===== src/rtl/irq_ctrl_if.sv =====
// ---------------------------------------------------------------------------
// irq_ctrl_if -- signal bundle between the interrupt controller, the
// peripherals' request/ack lines and the core/CSR trap port.
//
//   irq_req_i  : level-sensitive request lines (peripherals -> controller)
//   mie_i      : CSR mie value, low NUM_IRQ bits mask the lines
//   int_rst_i  : one-cycle pulse when mret retires (core -> controller)
//   int_o      : one-cycle trap strobe / CSR trap-write bit
//   mcause_o   : cause value for the CSR
//   irq_ack_o  : one-hot, one-cycle acknowledge of the serviced line
//   busy_o     : controller is in TRAP or SERVE
//
// The slave modport is the controller's view; the master modport is the
// view of whatever drives requests and mret (system side or a testbench).
// ---------------------------------------------------------------------------
interface irq_ctrl_if #(
  parameter int NUM_IRQ = 16
);
  logic [NUM_IRQ-1:0] irq_req_i;
  logic [31:0]        mie_i;
  logic               int_rst_i;
  logic               int_o;
  logic [31:0]        mcause_o;
  logic [NUM_IRQ-1:0] irq_ack_o;
  logic               busy_o;

  modport slave (
    input  irq_req_i, mie_i, int_rst_i,
    output int_o, mcause_o, irq_ack_o, busy_o
  );

  modport master (
    output irq_req_i, mie_i, int_rst_i,
    input  int_o, mcause_o, irq_ack_o, busy_o
  );
endinterface : irq_ctrl_if


===== src/rtl/irq_ctrl.sv =====
// ---------------------------------------------------------------------------
// irq_ctrl -- machine-mode interrupt controller in front of the CSR file.
//
// Masks the request lines with mie, picks one pending line, raises a
// one-cycle trap strobe with the matching mcause, then holds that line in
// service until mret retires and acknowledges it to the peripheral.
//
// Ports:
//   clk_i   : clock (single domain)
//   rst_ni  : asynchronous active-low reset
//   bus     : irq_ctrl_if.slave (requests, mie, mret pulse, trap, cause,
//             ack, busy)
//
// Parameters:
//   NUM_IRQ      : number of request lines, 1..16
//   CAUSE_OFFSET : cause code of line 0; line k reports CAUSE_OFFSET + k
//
// Build option:
//   IRQ_CTRL_FIXED_PRIO_EN : when defined, SCAN resolves in one cycle by
//                            taking the lowest-index pending line. When
//                            undefined (default), a round-robin scan
//                            pointer walks one line per cycle.
// ---------------------------------------------------------------------------
module irq_ctrl #(
  parameter int NUM_IRQ      = 16,
  parameter int CAUSE_OFFSET = 16
) (
  input  logic        clk_i,
  input  logic        rst_ni,
  irq_ctrl_if.slave   bus
);

  localparam int            CW   = (NUM_IRQ > 1) ? $clog2(NUM_IRQ) : 1;
  localparam logic [CW-1:0] LAST = CW'(NUM_IRQ - 1);

  typedef enum logic [1:0] {
    IDLE  = 2'd0,
    SCAN  = 2'd1,
    TRAP  = 2'd2,
    SERVE = 2'd3
  } state_e;

  state_e              state_q;
  logic [CW-1:0]       id_q;
  logic [NUM_IRQ-1:0]  pend;
  logic [CW-1:0]       sel_idx;   // line SCAN would take this cycle
  logic                sel_hit;   // SCAN takes sel_idx this cycle

  // mie bits above NUM_IRQ carry other interrupt classes; ignored here.
  logic unused_mie;
  assign unused_mie = ^bus.mie_i[31:NUM_IRQ];

  assign pend = bus.irq_req_i & bus.mie_i[NUM_IRQ-1:0];

  function automatic logic [CW-1:0] wrap_inc(input logic [CW-1:0] v);
    return (v == LAST) ? '0 : v + CW'(1);
  endfunction

`ifdef IRQ_CTRL_FIXED_PRIO_EN
  // Priority encoder: scan from the top so the lowest set bit wins.
  always_comb begin
    // NOTE: every combinational output gets a default before any branch,
    // otherwise an un-assigned path infers a latch.
    sel_idx = '0;
    for (int i = NUM_IRQ - 1; i >= 0; i--) begin
      if (pend[i]) sel_idx = CW'(i);
    end
  end
  assign sel_hit = |pend;
`else
  logic [CW-1:0] cnt_q;           // round-robin scan pointer

  assign sel_idx = cnt_q;
  assign sel_hit = pend[cnt_q];
`endif

  // NOTE: all state here is updated with non-blocking assignments so every
  // register samples the pre-edge values, independent of statement order.
  // NOTE: every register, including outputs, has an async reset value so an
  // interrupted service leaves no stale strobe, ack or cause behind.
  always_ff @(posedge clk_i or negedge rst_ni) begin
    if (!rst_ni) begin
      state_q       <= IDLE;
      id_q          <= '0;
      bus.int_o     <= 1'b0;
      bus.mcause_o  <= '0;
      bus.irq_ack_o <= '0;
`ifndef IRQ_CTRL_FIXED_PRIO_EN
      cnt_q         <= '0;
`endif
    end else begin
      // Strobes are single-cycle unless re-asserted below.
      bus.int_o     <= 1'b0;
      bus.irq_ack_o <= '0;

      unique case (state_q)
        IDLE: begin
          if (|pend) state_q <= SCAN;
        end

        SCAN: begin
          if (!(|pend)) begin
            // Request withdrawn or masked before it was taken.
            state_q <= IDLE;
          end else if (sel_hit) begin
            // Strobe and cause are loaded on entry so both are valid
            // during the TRAP cycle.
            id_q         <= sel_idx;
            bus.int_o    <= 1'b1;
            bus.mcause_o <= {1'b1, 31'(CAUSE_OFFSET + int'(sel_idx))};
            state_q      <= TRAP;
          end else begin
`ifndef IRQ_CTRL_FIXED_PRIO_EN
            cnt_q <= wrap_inc(cnt_q);
`endif
          end
        end

        TRAP: begin
          // mret pulses here are ignored; service always begins.
          state_q <= SERVE;
        end

        SERVE: begin
          // Line id dropping or being masked does not abort service.
          if (bus.int_rst_i) begin
            bus.irq_ack_o[id_q] <= 1'b1;
`ifndef IRQ_CTRL_FIXED_PRIO_EN
            // Resume the scan just past the serviced line for fairness.
            cnt_q <= wrap_inc(id_q);
`endif
            state_q <= IDLE;
          end
        end

        default: state_q <= IDLE;
      endcase
    end
  end

  assign bus.busy_o = (state_q == TRAP) || (state_q == SERVE);

endmodule : irq_ctrl


===== src/flat_wrapper.sv =====
// flat-port wrapper written by rule: the top's interface ports become plain ports
module irq_ctrl_flat 
#(
  parameter int NUM_IRQ      = 16,
  parameter int CAUSE_OFFSET = 16
)
  (clk_i, rst_ni, bus_irq_req_i, bus_mie_i, bus_int_rst_i, bus_int_o, bus_mcause_o, bus_irq_ack_o, bus_busy_o);
  irq_ctrl_if #(.NUM_IRQ(NUM_IRQ)) bus_i ();
  input  logic clk_i;
  input  logic rst_ni;
  input wire logic [$bits(bus_i.irq_req_i)-1:0] bus_irq_req_i;
  input wire logic [$bits(bus_i.mie_i)-1:0] bus_mie_i;
  input wire logic [$bits(bus_i.int_rst_i)-1:0] bus_int_rst_i;
  output wire logic [$bits(bus_i.int_o)-1:0] bus_int_o;
  output wire logic [$bits(bus_i.mcause_o)-1:0] bus_mcause_o;
  output wire logic [$bits(bus_i.irq_ack_o)-1:0] bus_irq_ack_o;
  output wire logic [$bits(bus_i.busy_o)-1:0] bus_busy_o;
  assign bus_i.irq_req_i = bus_irq_req_i;
  assign bus_i.mie_i = bus_mie_i;
  assign bus_i.int_rst_i = bus_int_rst_i;
  assign bus_int_o = bus_i.int_o;
  assign bus_mcause_o = bus_i.mcause_o;
  assign bus_irq_ack_o = bus_i.irq_ack_o;
  assign bus_busy_o = bus_i.busy_o;
  irq_ctrl #(.NUM_IRQ(NUM_IRQ), .CAUSE_OFFSET(CAUSE_OFFSET)) u_core (.clk_i(clk_i), .rst_ni(rst_ni), .bus(bus_i));
endmodule

===== config.mk =====
export PLATFORM = sky130hd
export DESIGN_NAME = irq_ctrl_flat
export DESIGN_NICKNAME = d
export VERILOG_FILES = /design/src/rtl/irq_ctrl_if.sv /design/src/rtl/irq_ctrl.sv /design/src/flat_wrapper.sv
export SDC_FILE = /design/constraint.sdc
export NUM_CORES = 1
export LEC_CHECK = 0
export CAP_MARGIN = 20
export CORE_MARGIN = 2
export CORE_UTILIZATION = 33
export CTS_CLUSTER_SIZE = 16
export DETAILED_ROUTE_END_ITERATION = 10
export PLACE_DENSITY_LB_ADDON = 0.2
export SYNTH_ARGS = -nofsm -noshare
export SYNTH_HDL_FRONTEND = slang
export SYNTH_SLANG_ARGS = --single-unit

===== constraint.sdc =====
create_clock -name clk_i -period 2.18 [get_ports clk_i]
set_input_delay 0.327 -clock clk_i [delete_from_list [all_inputs] [get_ports clk_i]]
set_output_delay 0.327 -clock clk_i [all_outputs]
set_load 0.05 [all_outputs]

==> flow_summary.ini, run 1 <==
[worst_setup_path]
path_cells = clkinv_4 > mux4_2 > nand3b_2 > nand4_4 > nor3b_4 > buf_4 > mux2_4
cp-end-kind = flop
cpPeakStageDelay_ps = 510
r2r_setup_slack_ps = 110
path_buf_inv = 2
reg2regPathDepth = 7
cp_max_fo = 6
crit_type = flop to flop
critPathSlowestCell = mux4_2
r2r-end = u_core.id_q[1]
critPathArrivalTime_ps = 2230
cp.required_ps = 2340
cp-start-kind = flop
cpLargestDelayFamily = multiplexers
r2r_start = u_core.cnt_q[0]

[layout]
final_nets = 293
drive_above_1_share_pct = 14.4
syn2layout_area_growth_pct = 44.2
final_area_mm2 = 0.00236
n_antenna_cell = 0

[route]
dr_total_vias = 1301
drtPass1Iterations = 4
viasPerCell = 4.29
drc = 0
drt_iter0_drc = 88
route.antenna.remaining_nets = 0
drt_wl_total_mm = 3.19
wl_per_cell_um = 10.5

[floorplan]
start_util_pct = 34.5
dieHeight_um = 74.5
dieArea_mm2 = 0.00555
rows = 25
core-area_mm2 = 0.00475
ios = 101
fp.dieW_um = 74.5

[clocking]
clock_latency_ps = 270
cts_root_buf = clkbuf_8
clk_pin_slew_ps = 90
cts_buffer_depth = 2
cts_sinks = 28
cts_buffers = 3
tritoncts = yes
cts_max_level = 1

[placement]
dpl_cell_area_mm2 = 0.00228
gp_congestion = 0.808
port_buffers = 58
hpwl_mm = 2.62

[global_routing]
antenna_found_initial = 0
overflow = 0
grt_pass1_vias = 1196
track_usage_pct = 11.8
grt_max_degree = 29
grt_first_pass_wirelength_mm = 5.13

[sta]
setup-tns-final_ps = 0
period_minus_slack_ps = 2070
period_share_pct = 95.0
rsz0062_at_grt = no
relSlewSlack_pct = 66.4
hold_violations = 0
worstMarginPinSlew_ps = 502
slew_violations = 0
setup_viol = 0
max_freq_ghz = 0.483
clock-skew-final_ps = 4.04

[synth]
synth-edff-count = 0
synth-seq-area-share_pct = 42.7
synth_ff_type = dfrtp_1
synth_seq_cells = 28
synthTopCellsByArea = dfrtp_1 43%, buf_4 12%, nand2_1 5.9%, mux4_2 4.1%, ha_1 3.8%
syn_avg_cell_area_um2 = 9.88
yosys.area.top_type_share_pct = 42.7
synth_cell_type_count = 39
synth_area_mm2 = 0.00164
synth-async-reset-ratio_pct = 100
yosysWarnings = 0
synthCells = 166
yosysTopAreaCell = dfrtp_1

[run_status]
run_status = complete, no violations

[power_and_ir_drop]
power.leakage_nw = 1.06
p_clk_share_pct = 14.1
pwr-share-seq_pct = 28.7
sw_frac_of_total_pct = 42.8
max-vdd-ir-drop_mv = 0.443
power_density_mw_per_mm2 = 1190
netSwitchingPower_mw = 1.20
p_int_mw = 1.61
power.share.combinational_pct = 57.2

[hold_path]
hold_path_class = primary input to asynchronous set/reset pin

[job]
max_cap_viol_count = 0
[cell families after synthesis]
group                    after synthesis  share of synthesized area (%)
AO/OA/AOI/OAI                         18                           7.78
AND/OR/NAND/NOR                       63                           19.4
XOR/XNOR                               1                          0.534
adder cells (fa/ha/maj)                5                           3.81
flip-flops                            28                           42.7
multiplexers                          11                           9.84
buffers and inverters                 39                           15.7
other                                  1                          0.229
[per-layer routing]
metal,GRT usage (%),routed length [um],vias up
li1,-,-,659
met1,15.4,1440,583
met2,20.1,1500,57
met3,1.90,227,2
met4,3.57,24,0
met5,0,0,-
[power by group through the flow]
| stage | registers, mW | logic [mW] | clock network, mW |
|---|---|---|---|
| finish | 0.804 | 1.61 | 0.395 |
| global route | 0.824 | 1.76 | 0.427 |
| CTS | 0.799 | 1.61 | 0.409 |
| detailed placement | 0.807 | 1.61 | 0 |
| global placement | 0.807 | 1.60 | 0 |
| floorplan | 0.950 | 0.995 | 0 |
[layout make-up]
class / count / area (um^2)
fillers: 473 / 2390
multi-input cells: 124 / 783
flip-flops and latches: 28 / 702
repair buffers: 73 / 693
well taps: 67 / 83.8
clock buffers: 3 / 41.3
inverters: 7 / 31.3
clock inverters: 1 / 30.0
[Yosys cell counts (2+ instances only)]
master    instances
mux2_2            2
nand4_1           5
a21oi_1           3
nand3_1           3
clkbuf_1          4
nand4b_1          2
dfrtp_1          28
nor3_1            4
ha_1              5
buf_4            27
mux2i_1           3
a31oi_1           3
inv_1             6
mux2_4            2
nand2_1          26
nor2_1           16
mux4_2            3
o21ai_0           3
[worst max path at each step]
stage                                  to  slack (ps)  cells after the start               from
after CTS                 u_core.cnt_q[3]          50                      6    u_core.cnt_q[0]
after global placement     u_core.id_q[1]        -180                      8  bus_irq_req_i[14]
final                      u_core.id_q[1]         110                      7    u_core.cnt_q[0]
after detailed placement   u_core.id_q[1]        -180                      8      bus_mie_i[14]
after global routing       u_core.id_q[1]          10                      7    u_core.cnt_q[0]
after floorplan            u_core.id_q[1]          80                      7    u_core.cnt_q[0]
[worst reg2reg max path: cells and delay by family, from the launching register on]
kind          cells  cell delay [ps]
mux               2              800
flops             1              470
simple gates      3              460
buf+inv           2              240
[timing repair]
item	CTS	global route
setup endpoints to repair	0	5
hold buffers	0	0
setup buffers	0	0
gates resized for setup	0	4
[metrics by stage]
step	hold slack, ps	std cells	worst slack, ps	utilization [%]	power, mW
after global placement	485	299	-184	48.0	2.41
after CTS	432	303	47.7	49.5	2.82
final	430	303	108	49.7	2.80
after global routing	460	303	9.87	49.7	3.02
after floorplan	31.4	191	75.9	-	1.94
after detailed placement	487	299	-180	48.0	2.42
[flip-flops by register name, indices dropped and copies added, names as in the netlist, named ones only]
name,count
u_core.bus.irq_ack_o,16
u_core.cnt_q,4
u_core.id_q,3
u_core.bus.mcause_o,2
u_core.bus.int_o,1
u_core.state_q,1
[layout by cell type, fill, tap and decap left out, types with 2 or more instances in the layout]
cell type | netlist | final
mux2_4 | 2 | 2
nand2_1 | 26 | 25
mux2_2 | 2 | 2
o21ai_0 | 3 | 3
nand3_1 | 3 | 2
clkdlybuf4s50_1 | 0 | 58
clkbuf_8 | 0 | 3
buf_4 | 27 | 15
nor2_1 | 16 | 16
a21oi_1 | 3 | 3
conb_1 | 1 | 26
nand4_1 | 5 | 5
a31oi_1 | 3 | 3
dfrtp_1 | 28 | 27
mux2i_1 | 3 | 3
ha_1 | 5 | 5
nor3_1 | 4 | 4
nand4b_1 | 2 | 2
mux4_2 | 3 | 3
inv_1 | 6 | 6
(Power assumes the default switching activity.)
==> inputs of run 2 (changes only) <==
CORE_MARGIN = default   (was 2)
PLACE_DENSITY = 0.76   (was default)
PLACE_DENSITY_LB_ADDON = default   (was 0.2)
==> run 2 against run 1 <==
Compared with the run above:
- cell area shrank 1.2%
- global-route usage grew 1.1 points
- register-to-register slack lost 40 ps
- largest power group unchanged
- sequential cell count is the same
- combinational power is essentially flat
- largest cell class unchanged
==> flow_summary.ini, run 2 (synthesis results as in run 1) <==
[run_status]
run_status = complete, no violations

[worst_setup_path]
cp-start-kind = primary input
cp-end-kind = flop
crit_type = primary input to flop
path_cells = clkdlybuf4s50_1 > nand2_1 > mux4_2 > nand3b_4 > nand4_4 > nor3b_4 > mux2_4
path_buf_inv = 1
r2r_start = u_core.cnt_q[0]
r2r-end = u_core.bus.mcause_o[3]
cpLargestDelayFamily = multiplexers
critPathArrivalTime_ps = 2280
crit_start = bus_mie_i[12]
cp.required_ps = 2350
critPathSlowestCell = mux4_2
cp_num_cells = 7
r2r_setup_slack_ps = 70
cpPeakStageDelay_ps = 490
cp_max_fo = 4
reg2regPathDepth = 6

[layout]
layout_common_cells = 58 x clkdlybuf4s50_1, 27 x dfrtp_1, 26 x nand2_1, 26 x conb_1, 16 x nor2_1
final_nets = 289
top_register = u_core.bus.irq_ack_o
fin_cells = 299
top_regs = u_core.bus.irq_ack_o x16, u_core.cnt_q x4, u_core.id_q x3
drive_above_1_share_pct = 12.5
num-fill-cells = 456
final_area_mm2 = 0.00234
multiInputGateArea_um2 = 798
syn2layout_area_growth_pct = 42.5
n_antenna_cell = 0
final_common_cell = clkdlybuf4s50_1
largest_reg_flops = 16
regArea_um2 = 702

[sta]
postLayoutSetupSlackWorst_ps = 66.8
hold_ws_ps = 424
clock-skew-final_ps = 5.86
slew_violations = 0
max_freq_ghz = 0.473
worstMarginPinSlew_ps = 511
period_share_pct = 96.9
relSlewSlack_pct = 65.8
rsz0062_at_grt = yes
setup_viol = 0
period_minus_slack_ps = 2110
hold_violations = 0

[floorplan]
dieArea_mm2 = 0.00526
dieHeight_um = 72.5
fp.dieW_um = 72.5
rows = 25
start_util_pct = 34.5
core-area_mm2 = 0.00475
ios = 101

[route]
drtPass1Iterations = 7
route.antenna.remaining_nets = 0
viasPerCell = 4.41
drt_wl_total_mm = 3.26
drc = 0
dr_total_vias = 1319
wl_per_cell_um = 10.9
drt_iter0_drc = 65

[clocking]
cts_buffer_depth = 2
cts_sinks = 28
tritoncts = yes
cts_root_buf = clkbuf_8
clock_latency_ps = 270
cts_buffers = 3
cts_max_level = 1
clk_pin_slew_ps = 90

[power_and_ir_drop]
power_density_mw_per_mm2 = 1180
max-vdd-ir-drop_mv = 0.443
power.leakage_nw = 1.04

[global_routing]
grt_first_pass_wirelength_mm = 5.35
antenna_found_initial = 0
overflow = 0
grt_max_degree = 29
grt_pass1_vias = 1244
track_usage_pct = 12.9

[placement]
gp_congestion = 0.787
port_buffers = 58
dp_cells = 294
pre_cts_slack_ps = -212
dpl_cell_area_mm2 = 0.00224
hpwl_mm = 2.60

[hold_path]
hold_path_class = primary input to asynchronous set/reset pin

[job]
max_cap_viol_count = 0
run 2: changes by cell type in the layout (fill, tap and decap cells not counted), sizes merged:
cell	before	now
buf	15	11
bufinv	1	0
clkbuf	3	4
run 2: through the flow:
step | power (mW) | utilization [%] | TNS [ps]
after floorplan | 1.94 | - | 0
after global placement | 2.36 | 47.2 | -1030
after detailed placement | 2.40 | 47.2 | -1350
after CTS | 2.71 | 48.4 | 0
after global routing | 2.96 | 49.2 | -52.0
final | 2.76 | 49.2 | 0
run 2: how the worst max path moves through the flow:
stage / end / slack (ps)
finish: u_core.bus.mcause_o[3] / 70
global route: u_core.id_q[1] / -20
CTS: u_core.bus.mcause_o[3] / 30
detailed placement: u_core.bus.mcause_o[3] / -210
global placement: u_core.bus.mcause_o[3] / -170
floorplan: u_core.id_q[1] / 80
run 2: layout make-up:
type,instances,area share [%]
multi-input combinational,124,34.2
sequential,28,30.0
timing repair buffer,69,28.5
tap,67,3.59
clock buffer,4,2.36
inverter,7,1.34
run 2: power by group:
group / switching (mW) / leakage (nW) / internal, mW
logic: 0.902 / 0.653 / 0.727
clock network: 0.153 / 0.0288 / 0.162
registers: 0.180 / 0.359 / 0.640
run 2: metal layers:
| layer | share of wire (%) | track usage, % | vias to the layer above | wire length (um) |
|---|---|---|---|---|
| met5 | 0 | 0 | - | 0 |
| met4 | 0.58 | 2.61 | 0 | 19 |
| met3 | 7.6 | 1.81 | 3 | 248 |
| met2 | 50 | 23.2 | 84 | 1640 |
| met1 | 41 | 16.5 | 580 | 1350 |
| li1 | - | - | 652 | - |
run 2: what timing repair did:
| action | in CTS | in global routing |
|---|---|---|
| setup buffers | 0 | 1 |
| resized for setup | 0 | 6 |
| hold buffers | 0 | 0 |
| endpoints found under the setup margin | 0 | 6 |
